## config.mk

```make
export PLATFORM = sky130hd
export DESIGN_NAME = fluorescence_acq_sequencer
export DESIGN_NICKNAME = d
export VERILOG_FILES = /design/src/rtl/fluorescence_acq_sequencer.sv
export SDC_FILE = /design/constraint.sdc
export NUM_CORES = 1
export LEC_CHECK = 0
export CAP_MARGIN = 10
export CELL_PAD_IN_SITES_DETAIL_PLACEMENT = 1
export CELL_PAD_IN_SITES_GLOBAL_PLACEMENT = 1
export CORE_MARGIN = 1.5
export CORE_UTILIZATION = 44
export DETAILED_ROUTE_END_ITERATION = 10
export PLACE_DENSITY = 0.85
export SLEW_MARGIN = 10
export SYNTH_ARGS = -nofsm -noshare
export SYNTH_HDL_FRONTEND = slang
export SYNTH_SLANG_ARGS = --single-unit
```

## constraint.sdc

```tcl
create_clock -name clock_50_mhz -period 5.2 [get_ports clock_50_mhz]
set_clock_uncertainty 0.1 [all_clocks]
set_input_delay 0.52 -clock clock_50_mhz [delete_from_list [all_inputs] [get_ports clock_50_mhz]]
set_output_delay 0.52 -clock clock_50_mhz [all_outputs]
set_load 0.01 [all_outputs]
```

## src/rtl/fluorescence_acq_sequencer.sv

```systemverilog
// fluorescence_acq_sequencer: frame scheduler for settle, integrate, snapshot and handshaked bin readout
module fluorescence_acq_sequencer #(
    parameter int SETTLE_CYCLES = 5000,
    parameter int NUM_BINS = 40,
    parameter int BIN_W = 6
) (
    input  logic             clock_50_mhz,
    input  logic             reset,
    input  logic             start,
    input  logic             abort,
    input  logic [31:0]      integration_cycles,
    input  logic [15:0]      num_frames,
    input  logic             dark_interleave,
    output logic             light_enable,
    output logic             count_enable,
    output logic             snapshot_strobe,
    output logic             frame_is_dark,
    output logic             bin_valid,
    input  logic             bin_ready,
    output logic [BIN_W-1:0] bin_index,
    output logic             bin_clear,
    output logic             busy,
    output logic [15:0]      frame_count,
    output logic             done
);
    typedef enum logic [2:0] {IDLE, SETTLE, INTEGRATE, LATCH, READOUT} state_t;
    localparam bit SKIP = SETTLE_CYCLES == 0;
    localparam logic [31:0] SETTLE_LAST = SKIP ? 32'd0 : 32'(SETTLE_CYCLES - 1);
    localparam logic [BIN_W-1:0] LAST_BIN = BIN_W'(NUM_BINS - 1);
    localparam state_t FIRST = SKIP ? INTEGRATE : SETTLE;
    state_t state;
    logic [31:0] cnt, int_last, int_first;
    logic [15:0] run_frames, fc_next;
    logic run_dark, dark_next;
    assign bin_clear = bin_valid & bin_ready & ~abort & ~reset;
    assign fc_next = frame_count == 16'hffff ? frame_count : frame_count + 16'd1;
    assign dark_next = run_dark & ~frame_is_dark;
    // cnt holds remaining cycles minus one, so a zero length integrates once
    assign int_first = integration_cycles == 32'd0 ? 32'd0 : integration_cycles - 32'd1;
    always_ff @(posedge clock_50_mhz) begin
        if (reset || abort) begin
            state <= IDLE;
            light_enable <= 1'b0;
            count_enable <= 1'b0;
            snapshot_strobe <= 1'b0;
            frame_is_dark <= 1'b0;
            bin_valid <= 1'b0;
            bin_index <= '0;
            busy <= 1'b0;
            done <= 1'b0;
            if (reset) frame_count <= 16'd0;
        end else begin
            snapshot_strobe <= 1'b0;
            done <= 1'b0;
            case (state)
                IDLE: if (start) begin
                    state <= FIRST;
                    cnt <= SKIP ? int_first : SETTLE_LAST;
                    int_last <= int_first;
                    run_frames <= num_frames;
                    run_dark <= dark_interleave;
                    busy <= 1'b1;
                    frame_count <= 16'd0;
                    frame_is_dark <= 1'b0;
                    light_enable <= 1'b1;
                    count_enable <= SKIP;
                end
                SETTLE: if (cnt == 32'd0) begin
                    state <= INTEGRATE;
                    cnt <= int_last;
                    count_enable <= 1'b1;
                end else cnt <= cnt - 32'd1;
                INTEGRATE: if (cnt == 32'd0) begin
                    state <= LATCH;
                    count_enable <= 1'b0;
                    light_enable <= 1'b0;
                    snapshot_strobe <= 1'b1;
                end else cnt <= cnt - 32'd1;
                LATCH: begin
                    state <= READOUT;
                    bin_valid <= 1'b1;
                    bin_index <= '0;
                end
                READOUT: if (bin_ready) begin
                    if (bin_index == LAST_BIN) begin
                        bin_valid <= 1'b0;
                        bin_index <= '0;
                        frame_count <= fc_next;
                        if (run_frames != 16'd0 && fc_next == run_frames) begin
                            state <= IDLE;
                            done <= 1'b1;
                            busy <= 1'b0;
                            frame_is_dark <= 1'b0;
                        end else begin
                            state <= FIRST;
                            cnt <= SKIP ? int_last : SETTLE_LAST;
                            count_enable <= SKIP;
                            frame_is_dark <= dark_next;
                            light_enable <= ~dark_next;
                        end
                    end else bin_index <= bin_index + BIN_W'(1);
                end
                default: state <= IDLE;
            endcase
        end
    end
endmodule

```

==> results.md, run 1 <==
## STA
• final critical path time including I/O delays and setup: 4.20 ns
• accumulated negative setup slack: 0 ns
• Worst-Margin Slew: 0.977 ns
• Post-Route Hold Slack: 0.412 ns
• setup violators final: 0
• Final Max Slew Viols: 0
• timing-limited maximum frequency: 0.238 GHz
• share of the cycle needed by the critical path after routing: 80.7%
• setup repair after global routing missed its margin: no
• normalized max-slew margin: 34.0%
• Fin. Hold Viols: 0

## Pwr
• areal power density over the cells: 302 nW/um^2
• static power due to leakage: 2.69 nW
• VDD IR-drop max: 0.000209 V

## Setup path
• reg-to-reg endpoint: cnt[8]
• r2r worst-path depth: 9
• Critical Path Source Type: flip-flop
• WP data required: 5.24 ns
• Slowest Stage Delay on Critical Path: 0.63 ns
• worst reg2reg setup slack: 1.00 ns
• combined buffer and inverter count along the critical path: 1
• critical-path cell with the highest stage delay: nor4_4
• Levels on crit path: 9
• CP max FO: 32
• arrival time at the worst endpoint: 4.23 ns
• CP top delay family: simple AND/OR/NAND/NOR gates
• Worst R2R Start: frame_count[1]
• kind of end point of the critical path: flip-flop
• ordered cell list for the critical path: ha_1 > nand4_2 > nor4_4 > a22oi_1 > or4_1 > or4_4 > nor2_2 > o22ai_2 > buf_4
• worst setup path class: reg -> reg

## Min path
• worst min-delay path category: reg -> reg
• origin of the worst min-delay path: bin_index[5]
• number of stages on the worst hold path: 1
• endpoint of the worst hold-timing path: bin_index[5]

## Finish
• count of non-filler cells in the finished layout: 977
• Antenna diodes: 0
• share of final-layout standard cells stronger than drive strength 1: 8.11%
• Storage cell area: 3230 sq um
• filler cell count in the final layout: 1667
• combined area of the multi-input logic cells: 3320 sq um
• post-layout net count: 835
• area added between synthesis and finish: 23.2%
• design area: 8310 sq um
• final core utilization: 55.1%

## Clocking
• CTS tree: done
• cts repair resizes: 0
• maximum level of the CTS H-tree: 4
• worst skew pair latency: 0.43 ns
• cts-stage hold buffer count: 0
• CTS sink count: 113
• Reg clk slew, reported paths: 0.06 ns
• setup bufs post-CTS: 0
• total CTS buffers: 17
• CTS Root Buffer Type: clkbuf_16
• maximum clock path buffer count: 2

## Outcome
• status: finished clean

## Global routing
• total track usage: 25.6%
• met2 track utilization from global routing: 46.0%
• number of antenna violations at the first check in global routing: 0
• routing layer with the top usage in global route: met2
• met1 Usage GRT: 29.6%
• met3 layer usage reported by global route: 5.23%
• remaining global-route overflow: 0
• global-route wire length before repair: 32000 um
• largest net degree at the start of global routing: 50
• via count of the first global-routing pass: 6085

## Routing
• total via count in the routed design: 5810
• number of routed nets with antenna violations: 0
• mean routed wirelength per cell: 20.4 um
• remaining routing DRC violations: 0
• vias per inst: 5.95
• DR iter-0 viols: 418
• first-pass detailed-route iteration total: 5
• final wirelength: 19900 um

## Synthesis
• synthesized netlist cell count: 701
• number of synthesis warnings: 0
• post-synthesis average cell area: 9.62 sq um
• top_reg_cell synth: edfxtp_1
• EDFF count, synth: 97
• summed instance area of the synthesized netlist: 6740 sq um
• Synth async-reset ratio: 0%
• number of unique standard cell types used by synthesis: 72
• post-synth net total: 760
• number of storage elements in the synthesis netlist: 113
• sequential cell area fraction in the yosys report: 47.9%

## Placement
• area after detailed placement: 7700 sq um
• placer's final routability congestion estimate: 0.976
• # port buffers: 83
• detailed placer's ending HPWL: 14200 um
• Placed Cells incl. Taps: 945

## Floorplan
• overall die width: 127 um
• area enclosed by the die boundary: 16100 sq um
• initial core utilization: 44.7%
• I/O Pins: 84
• Cell Rows: 45
• core outline area: 15100 sq um
• height of the die: 127 um

## Flow run
• max-cap viol count: 0

-- placed cells by master (no fill, tap or decap), drive strengths merged, types with 5 or more instances in the layout --
cell,netlist,routed
xor2,20,20
o21ai,46,46
and2,7,7
clkdlybuf4s50,0,83
and3,8,8
nor3,30,30
xnor2,49,49
nand4,15,15
nand2b,10,10
nor2b,6,6
mux2i,7,7
dfxtp,16,16
or4,11,11
or3,10,10
edfxtp,97,97
nor4,22,22
nand3,19,19
ha,5,5
o41ai,6,6
nand2,74,74
inv,14,19
nor2,95,95
or2,7,7
clkbuf,14,17
a21oi,34,34
-- per-layer routing --
layer / vias up / wire, um
met5: - / 0
met4: 0 / 623
met3: 48 / 889
met2: 184 / 10300
met1: 2849 / 8130
li1: 2729 / -
-- kinds of logic after synthesis --
group,count (synthesis),share of synthesized area [%]
buffers and inverters,45,2.95
AND/OR/NAND/NOR,334,25.6
flip-flops,113,47.9
adder cells (fa/ha/maj),5,0.928
XOR/XNOR,71,9.63
multiplexers,10,1.54
AO/OA/AOI/OAI,123,11.4
-- sequential cells by signal (all words and copies together), names as in the netlist --
signal	count
done	1
frame_count	16
count_enable	1
run_frames	16
cnt	32
int_last	32
state	3
frame_is_dark	1
bin_index	6
run_dark	1
snapshot_strobe	1
light_enable	1
bin_valid	1
busy	1
-- metrics by stage --
stage	setup slack (ns)	total power (W)
after floorplan	0.680	0.00120
after global placement	1.17	0.00130
after detailed placement	1.02	0.00131
after CTS	1.07	0.00253
after global routing	0.807	0.00258
final	1.00	0.00251
-- report_power, final --
group	switching [W]	internal [W]
sequential	0.0000484	0.00103
clock	0.000456	0.000757
combinational	0.000114	0.000107
-- worst max-delay path by stage --
stage | start | endpoint | slack (ns)
after floorplan | frame_count[0] | cnt[0] | 0.68
after global placement | integration_cycles[0] | int_last[5] | 1.17
after detailed placement | integration_cycles[0] | int_last[3] | 1.02
after CTS | frame_count[0] | cnt[7] | 1.07
after global routing | frame_count[1] | cnt[1] | 0.81
final | frame_count[1] | cnt[8] | 1.00
-- cell usage after synthesis, types with 3 or more instances --
library cell	number	share of area [%]
dfxtp_1	16	4.7
a31oi_1	3	0.28
nor4bb_1	3	0.45
a21oi_1	34	2.5
nor3b_1	3	0.33
or2_2	7	0.65
a22oi_1	4	0.45
inv_1	14	0.78
or3_1	10	0.93
or4_1	10	1.1
nand3_1	18	1.3
nor2b_1	6	0.56
nand2_1	74	4.1
xnor2_1	49	6.4
xor2_1	20	2.6
nand2b_1	10	0.93
nor3_1	28	2.1
a21o_1	4	0.45
nand3b_1	3	0.33
nor4_1	20	1.9
mux2i_1	7	1.0
o21ai_0	45	3.3
edfxtp_1	97	43
and2_1	6	0.56
nor2_1	94	5.2
nand4_1	14	1.3
ha_1	5	0.93
or3b_2	3	0.39
and3_1	6	0.56
mux2_2	3	0.50
clkbuf_1	14	0.78
o31ai_1	3	0.33
o41ai_1	6	0.78
buf_2	15	1.1
o211ai_1	3	0.33
-- layout make-up --
type,count,area share [%]
timing repair buffer,87,10.4
multi-input combinational,543,40.0
tap,188,2.83
clock buffer,17,5.12
inverter,14,0.632
sequential,113,38.9
clock inverter,15,2.18
(Power assumes the default switching activity.)
==> run 2, diff against run 1 <==
- clock period: 5.2 -> 4.25 ns (I/O delays scaled with it)
==> run 2 against run 1 <==
Combinational power grew 28%. Critical path type unchanged. Wire length up 3.2%. Largest power group is now sequential cells. Utilization up 0.058 points. Largest cell class unchanged.
==> results.md, run 2 (synthesis results as in run 1) <==
## Clocking
• setup bufs post-CTS: 0, unchanged
• total CTS buffers: 17, unchanged
• CTS sink count: 113, unchanged
• CTS Root Buffer Type: clkbuf_16
• cts repair resizes: 0, unchanged
• maximum clock path buffer count: 2, unchanged
• cts-stage hold buffer count: 0, unchanged
• Reg clk slew, reported paths: 0.06 ns, about the same
• maximum level of the CTS H-tree: 4, unchanged
• CTS tree: done
• worst skew pair latency: 0.42 ns, about the same

## Pwr
• VDD IR-drop max: 0.000230 V, +10%
• static power due to leakage: 2.69 nW, +0.16%
• switching share of power: 26.2%, +1.6 points
• fraction of power consumed by combinational cells: 9.7%, +0.9 points
• fraction of power consumed by the clock network: 45.1%, -3.2 points
• cell-internal power: 0.00214 W, +13%
• areal power density over the cells: 349 nW/um^2, +15%
• part of the power in registers: 45.3%, +2.4 points
• P_sw: 0.000761 W, +23%

## Global routing
• global-route wire length before repair: 32400 um, +1.4%
• remaining global-route overflow: 0, unchanged
• number of antenna violations at the first check in global routing: 0, unchanged
• largest net degree at the start of global routing: 50, unchanged
• total track usage: 25.9%, +0.30 points
• via count of the first global-routing pass: 6200, +1.9%

## Setup path
• Slowest Stage Delay on Critical Path: 0.63 ns, about the same
• worst setup path class: reg -> reg
• arrival time at the worst endpoint: 4.04 ns, -0.19 ns
• WP data required: 4.28 ns, -0.96 ns
• critical-path cell with the highest stage delay: nor4_4
• CP max FO: 32, unchanged
• Critical Path Source Type: flip-flop
• ordered cell list for the critical path: ha_1 > nand4_2 > nor4_4 > mux2i_1 > nand2b_1 > or4_1 > or4_4 > nor2_2 > o22ai_2 > buf_4
• kind of end point of the critical path: flip-flop

## Routing
• remaining routing DRC violations: 0, unchanged
• total via count in the routed design: 5870, +1.0%
• vias per inst: 5.97, +0.31%
• number of routed nets with antenna violations: 0, unchanged
• DR iter-0 viols: 403, -3.6%
• final wirelength: 20600 um, +3.2%
• first-pass detailed-route iteration total: 5, unchanged
• mean routed wirelength per cell: 20.9 um, +2.5%

## Finish
• largest registers: cnt: 32 flops, int_last: 32 flops
• share of final-layout standard cells stronger than drive strength 1: 8.79%, +0.68 points
• Antenna diodes: 0, unchanged
• area added between synthesis and finish: 23.3%
• commonest cells after routing, fill and taps aside: 97 x edfxtp_1, 94 x nor2_1, 83 x clkdlybuf4s50_1, 74 x nand2_1, 49 x xnor2_1
• most common library cell in the layout ignoring fill and taps: edfxtp_1
• post-layout net count: 843, +0.96%

## STA
• share of the cycle needed by the critical path after routing: 94.5%, +14 points
• Final Max Slew Viols: 0, unchanged
• final critical path time including I/O delays and setup: 4.02 ns, -0.181 ns
• normalized max-slew margin: 32.0%, -2.0 points
• Worst-Margin Slew: 1.01 ns, +0.0299 ns
• timing-limited maximum frequency: 0.249 GHz, +4.5%
• Post-Route Hold Slack: 0.419 ns, +0.00773 ns
• setup repair after global routing missed its margin: no
• setup violators final: 0, unchanged
• accumulated negative setup slack: 0 ns, unchanged
• Fin. Hold Viols: 0, unchanged

## Floorplan
• Cell Rows: 45, unchanged
• overall die width: 127 um, unchanged
• area enclosed by the die boundary: 16100 sq um, unchanged
• core outline area: 15100 sq um, unchanged
• initial core utilization: 44.7%, unchanged
• I/O Pins: 84, unchanged
• height of the die: 127 um, unchanged

## Min path
• worst min-delay path category: reg -> reg

## Placement
• placer's final routability congestion estimate: 0.934, -4.3%
• detailed placer's ending HPWL: 14900 um, +5.6%
• # port buffers: 83, unchanged

## Outcome
• status: finished clean

## Flow run
• max-cap viol count: 0, unchanged

==> run 2: cell types whose count changed in the layout (fill, tap and decap cells not counted), sizes merged <==
| cell | previous run | this run |
|---|---|---|
| clkinvlp | 4 | 5 |
| bufinv | 3 | 0 |
| clkinv | 3 | 2 |
| inv | 19 | 21 |
| buf | 4 | 12 |
==> run 2: final cells by class <==
class | count | area (sq um)
clock buffer | 17 | 425
clock inverter | 14 | 106
fill | 1691 | 6770
inverter | 14 | 52.6
multi-input combinational | 543 | 3320
sequential | 113 | 3230
tap | 188 | 235
timing repair buffer | 95 | 946
==> run 2: path summary, 6_finish.rpt <==
check                 start      endpoint  slack (ns)  cells past startpoint
max          frame_count[1]       cnt[10]        0.23                     10
min reg2reg    bin_index[5]  bin_index[5]        0.42                      1
max reg2reg  frame_count[1]       cnt[10]        0.23                     10
min            bin_index[5]  bin_index[5]        0.42                      1
==> run 2: per-stage QoR <==
stage	setup slack [ns]	total power, W	std cells	utilization, %	cell area [sq um]
6_report	0.235	0.00290	984	55.1	8320
5_1_grt	0.0786	0.00299	984	55.1	8320
4_1_cts	0.254	0.00291	983	55.0	8300
3_5_place_dp	0.127	0.00161	952	51.5	7770
3_3_place_gp	0.386	0.00159	952	51.5	7770
2_1_floorplan	0.407	0.00146	701	-	6750
==> run 2: power by group through the flow <==
stage                     clock [W]  sequential [W]  combinational (W)
final                       0.00131         0.00131           0.000281
after floorplan                   0         0.00131           0.000150
after global routing        0.00136         0.00132           0.000304
after CTS                   0.00132         0.00131           0.000279
after detailed placement          0         0.00133           0.000275
after global placement            0         0.00133           0.000265
==> run 2: worst max-delay path, delay by kind of cell, from the launching register on <==
family,cells,cell delay (ns)
AND/OR/NAND/NOR,6,2.11
buffers and inverters,1,0.27
adder cells (fa/ha/maj),1,0.41
multiplexers,1,0.21
AO/OA/AOI/OAI,1,0.10
flip-flops,1,0.50
==> run 2: per-layer routing <==
layer	up-vias	global-route usage, %	routed length (um)
li1	2748	-	-
met1	2867	30.4	8470
met2	204	47.0	10700
met3	51	4.56	839
met4	0	10.2	587
met5	-	0	0
